$ cat src/rtl/gpr_pkg.sv
// Shared constants and lane helper for the 8x16 register bank with pending-write scoreboard.
package gpr_pkg;
  localparam int DATA_W  = 16;
  localparam int NREG    = 8;
  localparam int SEL_W   = 3;
  localparam int CNT_W   = 2;
  localparam int LANE_W  = 8;
  localparam int LANE_LO = 0;
  localparam int LANE_HI = 1;

  typedef logic [DATA_W-1:0] word_t;

  // Replace only the byte lanes whose enable bit is set.
  function automatic word_t merge_lanes(input word_t old_val, input word_t new_val,
                                        input logic [1:0] be);
    word_t res;
    res = old_val;
    if (be[LANE_LO]) res[LANE_LO*LANE_W +: LANE_W] = new_val[LANE_LO*LANE_W +: LANE_W];
    if (be[LANE_HI]) res[LANE_HI*LANE_W +: LANE_W] = new_val[LANE_HI*LANE_W +: LANE_W];
    return res;
  endfunction
endpackage

$ cat src/rtl/gpr_pend_cnt.sv
// Saturating pending-write counter for one register.
// GPR_BYPASS_EN adds the 'last' output (exactly one write in flight).
module gpr_pend_cnt
  import gpr_pkg::*;
(
  input  logic clk,
  input  logic rst,
  input  logic inc,
  input  logic dec,
`ifdef GPR_BYPASS_EN
  output logic last,
`endif
  output logic nonzero,
  output logic full,
  output logic uflow
);
  localparam logic [CNT_W-1:0] CNT_MAX = '1;

  logic [CNT_W-1:0] cnt_q;

  // Simultaneous inc and dec cancel; saturation and zero both hold the count.
  always_ff @(posedge clk) begin
    if (rst) begin
      cnt_q <= '0;
    end else if (inc && !dec && !full) begin
      cnt_q <= cnt_q + 1'b1;
    end else if (dec && !inc && nonzero) begin
      cnt_q <= cnt_q - 1'b1;
    end
  end

  assign nonzero = (cnt_q != '0);
  assign full    = (cnt_q == CNT_MAX);
  assign uflow   = dec && !inc && !nonzero;
`ifdef GPR_BYPASS_EN
  assign last    = (cnt_q == CNT_W'(1));
`endif
endmodule

$ cat src/rtl/gpr16_bank8_sb.sv
// 8x16 register bank with per-register pending-write scoreboard feeding an 8:1 read mux.
// GPR_BYPASS_EN: write-through register outputs and stall release in the writeback cycle.
module gpr16_bank8_sb
  import gpr_pkg::*;
(
  input  logic              clk,
  input  logic              rst,
  input  logic              issue_en,
  input  logic [SEL_W-1:0]  issue_sel,
  output logic              issue_full,
  input  logic              wr_en,
  input  logic [SEL_W-1:0]  wr_sel,
  input  logic [1:0]        wr_be,
  input  logic [DATA_W-1:0] wr_data,
  input  logic              rd_req,
  input  logic [SEL_W-1:0]  rd_sel,
  output logic              stall,
  output logic [SEL_W-1:0]  sel_q,
  output logic              rd_vld,
  output logic [DATA_W-1:0] reg0,
  output logic [DATA_W-1:0] reg1,
  output logic [DATA_W-1:0] reg2,
  output logic [DATA_W-1:0] reg3,
  output logic [DATA_W-1:0] reg4,
  output logic [DATA_W-1:0] reg5,
  output logic [DATA_W-1:0] reg6,
  output logic [DATA_W-1:0] reg7,
  output logic              err_uflow
);
  word_t           regs_q   [NREG];
  word_t           reg_view [NREG];
  logic [NREG-1:0] inc_vec, dec_vec, nonzero, full, uflow, pending;
`ifdef GPR_BYPASS_EN
  logic [NREG-1:0] last;
`endif

  always_comb begin
    inc_vec = '0;
    dec_vec = '0;
    if (issue_en) inc_vec[issue_sel] = 1'b1;
    if (wr_en)    dec_vec[wr_sel]    = 1'b1;
  end

  for (genvar i = 0; i < NREG; i++) begin : g_cnt
    gpr_pend_cnt u_cnt (
      .clk     (clk),
      .rst     (rst),
      .inc     (inc_vec[i]),
      .dec     (dec_vec[i]),
`ifdef GPR_BYPASS_EN
      .last    (last[i]),
`endif
      .nonzero (nonzero[i]),
      .full    (full[i]),
      .uflow   (uflow[i])
    );
  end

`ifdef GPR_BYPASS_EN
  // The final outstanding write landing now (with no new issue) is visible via bypass.
  assign pending = nonzero & ~(last & dec_vec & ~inc_vec);
`else
  assign pending = nonzero;
`endif

  assign issue_full = full[issue_sel];
  assign stall      = rd_req && pending[rd_sel];

  always_ff @(posedge clk) begin
    if (rst) begin
      for (int i = 0; i < NREG; i++) regs_q[i] <= '0;
      sel_q     <= '0;
      rd_vld    <= 1'b0;
      err_uflow <= 1'b0;
    end else begin
      if (wr_en) regs_q[wr_sel] <= merge_lanes(regs_q[wr_sel], wr_data, wr_be);
      rd_vld <= rd_req && !stall;
      if (rd_req && !stall) sel_q <= rd_sel;
      if (|uflow) err_uflow <= 1'b1;
    end
  end

  always_comb begin
    for (int i = 0; i < NREG; i++) begin
      reg_view[i] = regs_q[i];
`ifdef GPR_BYPASS_EN
      if (wr_en && wr_sel == SEL_W'(i)) reg_view[i] = merge_lanes(regs_q[i], wr_data, wr_be);
`endif
    end
  end

  assign reg0 = reg_view[0];
  assign reg1 = reg_view[1];
  assign reg2 = reg_view[2];
  assign reg3 = reg_view[3];
  assign reg4 = reg_view[4];
  assign reg5 = reg_view[5];
  assign reg6 = reg_view[6];
  assign reg7 = reg_view[7];

  // Issuing to a saturated register is only harmless when a writeback to it cancels out.
  a_no_issue_when_full: assert property (@(posedge clk) disable iff (rst)
    !(issue_en && issue_full && !(wr_en && wr_sel == issue_sel)));
endmodule

$ cat config.mk
export PLATFORM = sky130hd
export DESIGN_NAME = gpr16_bank8_sb
export DESIGN_NICKNAME = d
export VERILOG_FILES = /design/src/rtl/gpr_pkg.sv /design/src/rtl/gpr_pend_cnt.sv /design/src/rtl/gpr16_bank8_sb.sv
export SDC_FILE = /design/constraint.sdc
export NUM_CORES = 1
export LEC_CHECK = 0
export CAP_MARGIN = 10
export CORE_MARGIN = 2
export CORE_UTILIZATION = 52
export CTS_CLUSTER_SIZE = 20
export DETAILED_ROUTE_END_ITERATION = 16
export PLACE_DENSITY = 0.85
export SETUP_SLACK_MARGIN = 0.2
export SYNTH_ARGS = -nofsm -noshare
export SYNTH_HDL_FRONTEND = slang
export SYNTH_SLANG_ARGS = --single-unit
$ cat constraint.sdc
create_clock -name clk -period 3.2 [get_ports clk]
set_input_delay 0.32 -clock clk [delete_from_list [all_inputs] [get_ports clk]]
set_output_delay 0.32 -clock clk [all_outputs]
set_load 0.1 [all_outputs]
Word-level counts from Yosys, hierarchy flattened
Memories as Yosys holds them, arrays and structs flattened.
Index checks and enable logic that the tools add are counted.
- muxes and demuxes: 40
- reduce and logical (&&, ||, !) cells: 97
- equality and inequality tests: 10
- order comparisons: 5
- add/sub/neg operators: 16
- operator list (kind ; number):
    $mux W8 ; 8
    $logic_and A1 B1 Y1 ; 44
    $mux W2 ; 17
    $logic_not A1 Y1 ; 33
    $reduce_bool A2 Y1 ; 16
    $add A2 B1 Y2 const B ; 8
    $eq A2 B2 Y1 const B ; 8
    $mux W16 ; 1
    $reduce_or A16 Y1 ; 1
    $sub A2 B1 Y2 const B ; 8
    $lt A3 B4 Y1 const B ; 3
    $mux W1 ; 9
    $reduce_or A8 Y1 ; 1
    $bmux W1 S3 ; 2
    $demux W1 S3 ; 2
    $ge A3 B1 Y1 const B ; 2
    $ne A3 B3 Y1 const B ; 2
    $reduce_and A2 Y1 ; 2
    $mux W3 ; 1
- memories: 1
- output and inout bits: 135
- logic and storage cells: 180
- bits of input ports: 32
- register bits: 21
- memory bits (writable): 128
- memories (memory ; words ; width ; rd ports ; clocked after memory_dff ; wr ports ; RTL line ; text):
    regs_q ; 8 ; 16 ; 8 ; 0 ; 8 ; gpr16_bank8_sb.sv:30 ; word_t regs_q [NREG];

Logic depth before layout (Yosys ltp)
Gate-level depths: netlist of the first run.
- depth after elaboration: 10
- depth in mapped cells: 6
- depth with buffers taken out: 5

Cells and area by module
Synthesis of the first run repeated with hierarchy kept, for this count alone.
- cells, all modules: 481
- area, all modules: 6361.1 um2
- modules (own cells, without submodules) (module ; sequential area each (um2) ; instances ; area each (um2) ; cells each):
    gpr16_bank8_sb ; 3943.8 ; 1 ; 5340.1 ; 361
    gpr_pend_cnt ; 40.0 ; 8 ; 127.6 ; 15

Worst setup path after synthesis of the first run
OpenSTA, ideal clock, no wires.
- kind: input -> output
- start point: input port rd_sel[0]
- end point: output port stall
- required time: 2.880 ns
- data arrival time: 1.657 ns
- setup slack: 1.223 ns
- path buffers: 1
- stages on the path: 5
- cells stage by stage: buf_6 > nor3_1 > a21oi_1 > mux4_2 > and2_1
- cells in the longest elaborated chain, start to end: 3
- ends and longest elaborated chain (element ; RTL line ; text):
    start, declared ; gpr16_bank8_sb.sv:16 ; input logic [SEL_W-1:0] rd_sel,
    $bmux W1 S3 ; gpr16_bank8_sb.sv:67 ; assign stall = rd_req && pending[rd_sel];
    $mux W1 (not written as such) ; gpr16_bank8_sb.sv:67 ;
    $logic_and A1 B1 Y1 ; gpr16_bank8_sb.sv:67 ;
    end, declared ; gpr16_bank8_sb.sv:17 ; output logic stall,
No other way between the ends. The select of a mux whose other input is x is not followed.

Final worst setup path of the first run
Ends and elaborated chain as after synthesis.

==> run metrics, run 1 <==
run status finished, final reports clean; DRC violations left 0; CTS Sinks 149; routed length per instance 19.10 um; sequential fraction of the synthesis area 0.6786; Worst slew margin 0.2910; met1 WL 6028 um; CTS root buf clkbuf_16; worst skew pair latency 420 ps; final hold vios 0; I/O Pins 167; Total Routing Usage GR 0.2496; PD cells 603.6 mW/mm2; Hold Crit Start sel_q[2]; Die Span Y 113.9 um; Synth Register Bits 149; gpl congestion 0.8847; worst-path cell chain clkdlybuf4s50_1 > nor3_1 > a21oi_1 > mux4_2 > and2_1 > buf_4; post-CTS resize count 0; Least-Margin Pin Slew 1060 ps; Post-CTS Setup Inserts 0; crit-path max cell delay 550 ps; Post-Syn Instances 483; ys async rst share 0; nets 693; Diodes inserted 0; post-route setup slack 751.7 ps; critical path class input pin to output pin; area of the multi-input gates 0.001933 mm2; hold_buf cts 0; Worst Setup End Kind output pin; commonest non-fill, non-tap cell in the layout clkdlybuf4s50_1; syn avg cell area 13.01 um2; synth unique cells 43; setup TNS 0 ps; routed vias 4,536; Syn Nets 515; Clock Skew 2.298 ps; Final period util 0.7651; FILL cells 795; Hold Path Depth 2; Finish-stage setup viols 0; fmax 0.4085 GHz; final antenna-violating net count 0; DR vias/cell 5.525; initial drt markers 424; initial antenna violation count 0; DR top layer met4; reg2reg path depth 5; share of layout cells above drive strength 1 0.08902; CTS H-tree depth 4; Critical Path AT 2130 ps; Reg area 0.004264 mm2; Post-DP HPWL 11,080 um; Post-Place Setup Slack 756.4 ps; hold_ws 492.0 ps; Critical Path RT 2880 ps; WL final 15,680 um; area of placed instances 0.008102 mm2; unrepaired setup endpoints after global routing no; row cnt 40; critical-path maximum fanout 9; fin area 0.008627 mm2; Pre-antenna DRT Iters 5; most frequent cells in the layout clkdlybuf4s50_1, edfxtp_1, and2_1; crit start category input pin; largest net degree at the start of global routing 38; DR WL met3 908 um; vias in the first global route 4,435; MaxCap Viol Count 0; total gr overflow 0; leakage 3.109 nW; Die Area 0.01298 mm2; core area 0.01191 mm2; Worst-path clk slew 50 ps; clk buf depth 2; initial core utilization 0.5275; worst r2r src g_cnt[1].u_cnt.cnt_q[1]; VDD IR max 0.4427 mV; cts bufs inserted 17; met2 routed WL 8331 um; final slew viol count 0; Yosys Warn Count 0; EDFF count, synth 128; synthesis-to-layout area growth 37.30%; TritonCTS clock tree yes; worst min path class flop to flop; fin crit period 2448 ps; prevailing post-synth register cell edfxtp_1; Die Wd 113.9 um; Cell Area, Synth 0.006284 mm2; IO buf count 166; critical path startpoint rd_sel[0]; CP max stage cell clkdlybuf4s50_1; first-pass GRT wire length 23,920 um
[registers in the layout, indices dropped and copies added, names as in the netlist]
register	flops
sel_q	3
err_uflow	1
g_cnt.u_cnt.cnt_q	16
regs_q	128
rd_vld	1
[critical path: cells and delay by family]
family                 cells  cell delay, ps
buffers and inverters      2             780
AO/OA/AOI/OAI              1              60
multiplexers               1             540
AND/OR/NAND/NOR            2             420
[area by class of cell]
cell class / count / share of cell area
clock buffer: 20 / 0.05062
clock inverter: 12 / 0.01030
inverter: 1 / 0.0004351
multi-input combinational: 318 / 0.2241
sequential: 149 / 0.4943
tap: 147 / 0.02132
timing repair buffer: 174 / 0.1990
[cell usage after synthesis, types with 3 or more instances]
library cell,number,area (um2)
dfxtp_1,21,420.4
and3_1,17,106.4
a21oi_1,20,100.1
nand2_1,27,101.4
nor2b_1,10,62.56
edfxtp_1,128,3844
or2_2,14,87.58
and2_1,113,706.9
nand4_1,3,18.77
clkbuf_1,8,30.03
nand2b_1,10,62.56
mux2i_1,3,30.03
a31oi_1,3,18.77
o21ai_0,13,65.06
nor3_2,3,30.03
nor2_1,27,101.4
a21o_1,3,22.52
nand3_1,10,50.05
o21a_1,3,22.52
buf_2,3,15.01
o22a_1,6,52.55
nor3_1,9,45.04
[final timing paths]
check             slack, ps       end
hold reg to reg         490  sel_q[2]
setup / recovery        750     stall
hold / removal          490  sel_q[2]
setup reg to reg       1530  sel_q[1]
[power by group]
part           leakage, nW  internal (W)  switching [W]
clock network        0.253       0.00105       0.000720
registers             1.39       0.00221      0.0000384
logic                 1.46      0.000245       0.000943
[stage by stage]
step | power [W] | std cells | util
after floorplan | 0.003163 | 483 | -
after global placement | 0.003462 | 789 | 0.6801
after detailed placement | 0.003477 | 789 | 0.6801
after CTS | 0.005223 | 821 | 0.7243
after global routing | 0.005348 | 821 | 0.7243
final | 0.005208 | 821 | 0.7243
[logic make-up after synthesis]
family / synth area share
AND/OR/NAND/NOR: 0.2405
flip-flops: 0.6786
multiplexers: 0.01195
AO/OA/AOI/OAI: 0.05516
buffers and inverters: 0.01374
[per-layer routing]
layer  track usage  up-vias
met4        0.1179        0
li1              -     2098
met3       0.05101       32
met1        0.2976     2217
met2        0.4345      189
met5             0        -
Power figures use the tool's default switching activity.
==> run 2: changes to the inputs <==
- CORE_UTILIZATION: 52 -> 44
- PLACE_DENSITY: 0.85 -> 0.76
- clock period: 3.2 -> 2.2 ns (I/O delays scaled with it)
==> run metrics, run 2 (synthesized netlist as in run 1, its figures left out) <==
PD cells 924.4 mW/mm2 (+53%); Critical Path RT 1980 ps (-900 ps); DRC violations left 0 (unchanged); I/O Pins 167 (unchanged); Diodes inserted 0 (unchanged); worst min path class input pin to flop; unrepaired setup endpoints after global routing yes; CTS root buf clkbuf_16; worst skew pair latency 410 ps (about the same); final core utilization 0.6274 (-0.09690); Least-Margin Pin Slew 456.0 ps (-604.2 ps); clk buf depth 2 (unchanged); Final period util 0.9240; routed vias 4,554 (+0.40%); CTS Sinks 149 (unchanged); Die Span Y 123.5 um (+8.4%); MaxCap Viol Count 0 (unchanged); gpl congestion 0.8634 (-2.4%); critical path class flop to output pin; post-route setup slack 167.3 ps (-584.5 ps); crit start category flop; crit-path max cell delay 490 ps (-60 ps); Worst-path clk slew 60 ps (about the same); share of layout cells above drive strength 1 0.3466 (+0.2576); synthesis-to-layout area growth 39.13%; run status finished, final reports clean; Combinational Power Share 0.210 (-0.018); vias in the first global route 4,512 (+1.7%); Clock Power Share 0.384 (+0.044); routed length per instance 18.02 um (-5.7%); hold_buf cts 0 (unchanged); worst-path cell chain nor3_2 > a21oi_1 > mux4_2 > and2_4 > buf_12; largest net degree at the start of global routing 40 (+5.3%); final hold vios 0 (unchanged); cell family with the largest share of critical-path delay multiplexers; leakage 3.462 nW (+11%); buffer and inverter count on the worst path 1 (-1); IO buf count 166 (unchanged); switching power 0.002529 W (+49%); CTS H-tree depth 4 (unchanged); cts bufs inserted 17 (unchanged); fin crit period 2033 ps; commonest non-fill, non-tap cell in the layout buf_4; initial antenna violation count 0 (unchanged); first-pass GRT wire length 24,080 um (+0.66%); WL final 15,870 um (+1.2%); Worst slew margin 0.6937 (+0.4027); row cnt 43 (+7.5%); DR vias/cell 5.169 (-6.4%); top flop regs regs_q x128, g_cnt.u_cnt.cnt_q x16, sel_q x3; Hold Crit Start rd_sel[0]; Clock Skew 1.903 ps (-0.3952 ps); final antenna-violating net count 0 (unchanged); Finish-stage setup viols 0 (unchanged); Die Wd 123.5 um (+8.4%); core area 0.01393 mm2 (+17%); Post-Place Setup Slack -2.312 ps (-758.7 ps); setup TNS 0 ps (unchanged); critical path startpoint g_cnt[4].u_cnt.cnt_q[1]; CP max stage cell mux4_2; Post-DP HPWL 11,410 um (+2.9%); Critical Path AT 1810 ps (-320 ps); Pre-antenna DRT Iters 5 (unchanged); final slew viol count 0 (unchanged); total gr overflow 0 (unchanged); nets 721 (+4.0%); critical-path maximum fanout 2 (-7); VDD IR max 0.4013 mV (-9.4%); Total Routing Usage GR 0.2156 (-0.03400); fmax 0.4919 GHz; switching share of power 0.3129 (-0.01385); largest reg by FF count regs_q; Die Area 0.01525 mm2 (+18%); Largest register FFs 128 (unchanged); Worst Setup End Kind output pin; Seq pwr share 0.406 (-0.026); most frequent cells in the layout buf_4, edfxtp_1, and2_1; initial core utilization 0.4509 (-0.07659); TritonCTS clock tree yes; worst r2r src g_cnt[4].u_cnt.cnt_q[1]; P_int 0.005552 W (+58%); initial drt markers 430 (+1.4%)
==> run 2: cell type report <==
| type | count | area (um2) |
|---|---|---|
| Clock buffer | 19 | 432.9 |
| Clock inverter | 12 | 202.7 |
| Fill cell | 1055 | 5192 |
| Inverter | 1 | 3.754 |
| Multi-Input combinational cell | 318 | 1973 |
| Sequential cell | 149 | 4284 |
| Tap cell | 180 | 225.2 |
| Timing Repair Buffer | 202 | 1620 |
==> run 2: power by group through the flow <==
stage	logic, W	registers [W]	clock network [W]
floorplan	0.000178	0.00442	0
global route	0.00174	0.00329	0.00327
global placement	0.00168	0.00333	0
detailed placement	0.00169	0.00334	0
finish	0.00170	0.00328	0.00310
CTS	0.00170	0.00328	0.00313
==> run 2: tightest hold or removal path: cells and delay by family <==
kind          cells  cell delay [ps]
simple gates      1              130
mux               1               60
buf+inv           1              340
==> run 2: timing repair <==
action                                  4_1_cts  5_1_grt
endpoints found under the setup margin        2        2
buffers inserted                              4        0
resized for setup                            24        4
pin swaps                                     6        0
==> run 2: path summary, 6_finish.rpt <==
path	endpoint	slack [ps]	depth (start not counted)
setup / recovery	stall	170	5
hold / removal	sel_q[0]	390	3
setup reg to reg	sel_q[1]	580	6
hold reg to reg	sel_q[2]	480	2
==> run 2: layer usage <==
| layer | vias to the layer above | GRT usage | wire length (um) |
|---|---|---|---|
| li1 | 2156 | - | - |
| met1 | 2204 | 0.2649 | 6194 |
| met2 | 163 | 0.3702 | 8262 |
| met3 | 31 | 0.04751 | 1012 |
| met4 | 0 | 0.08381 | 405 |
| met5 | - | 0 | 0 |
==> run 2: metrics by stage <==
step / hold WS (ps) / cell area [um2] / total power (W) / std cells
after floorplan: 374.7 / 6284 / 0.004601 / 483
after global placement: 475.4 / 8015 / 0.005015 / 846
after detailed placement: 478.9 / 8015 / 0.005033 / 846
after CTS: 378.4 / 8727 / 0.008117 / 881
after global routing: 399.2 / 8742 / 0.008302 / 881
final: 386.7 / 8742 / 0.008082 / 881
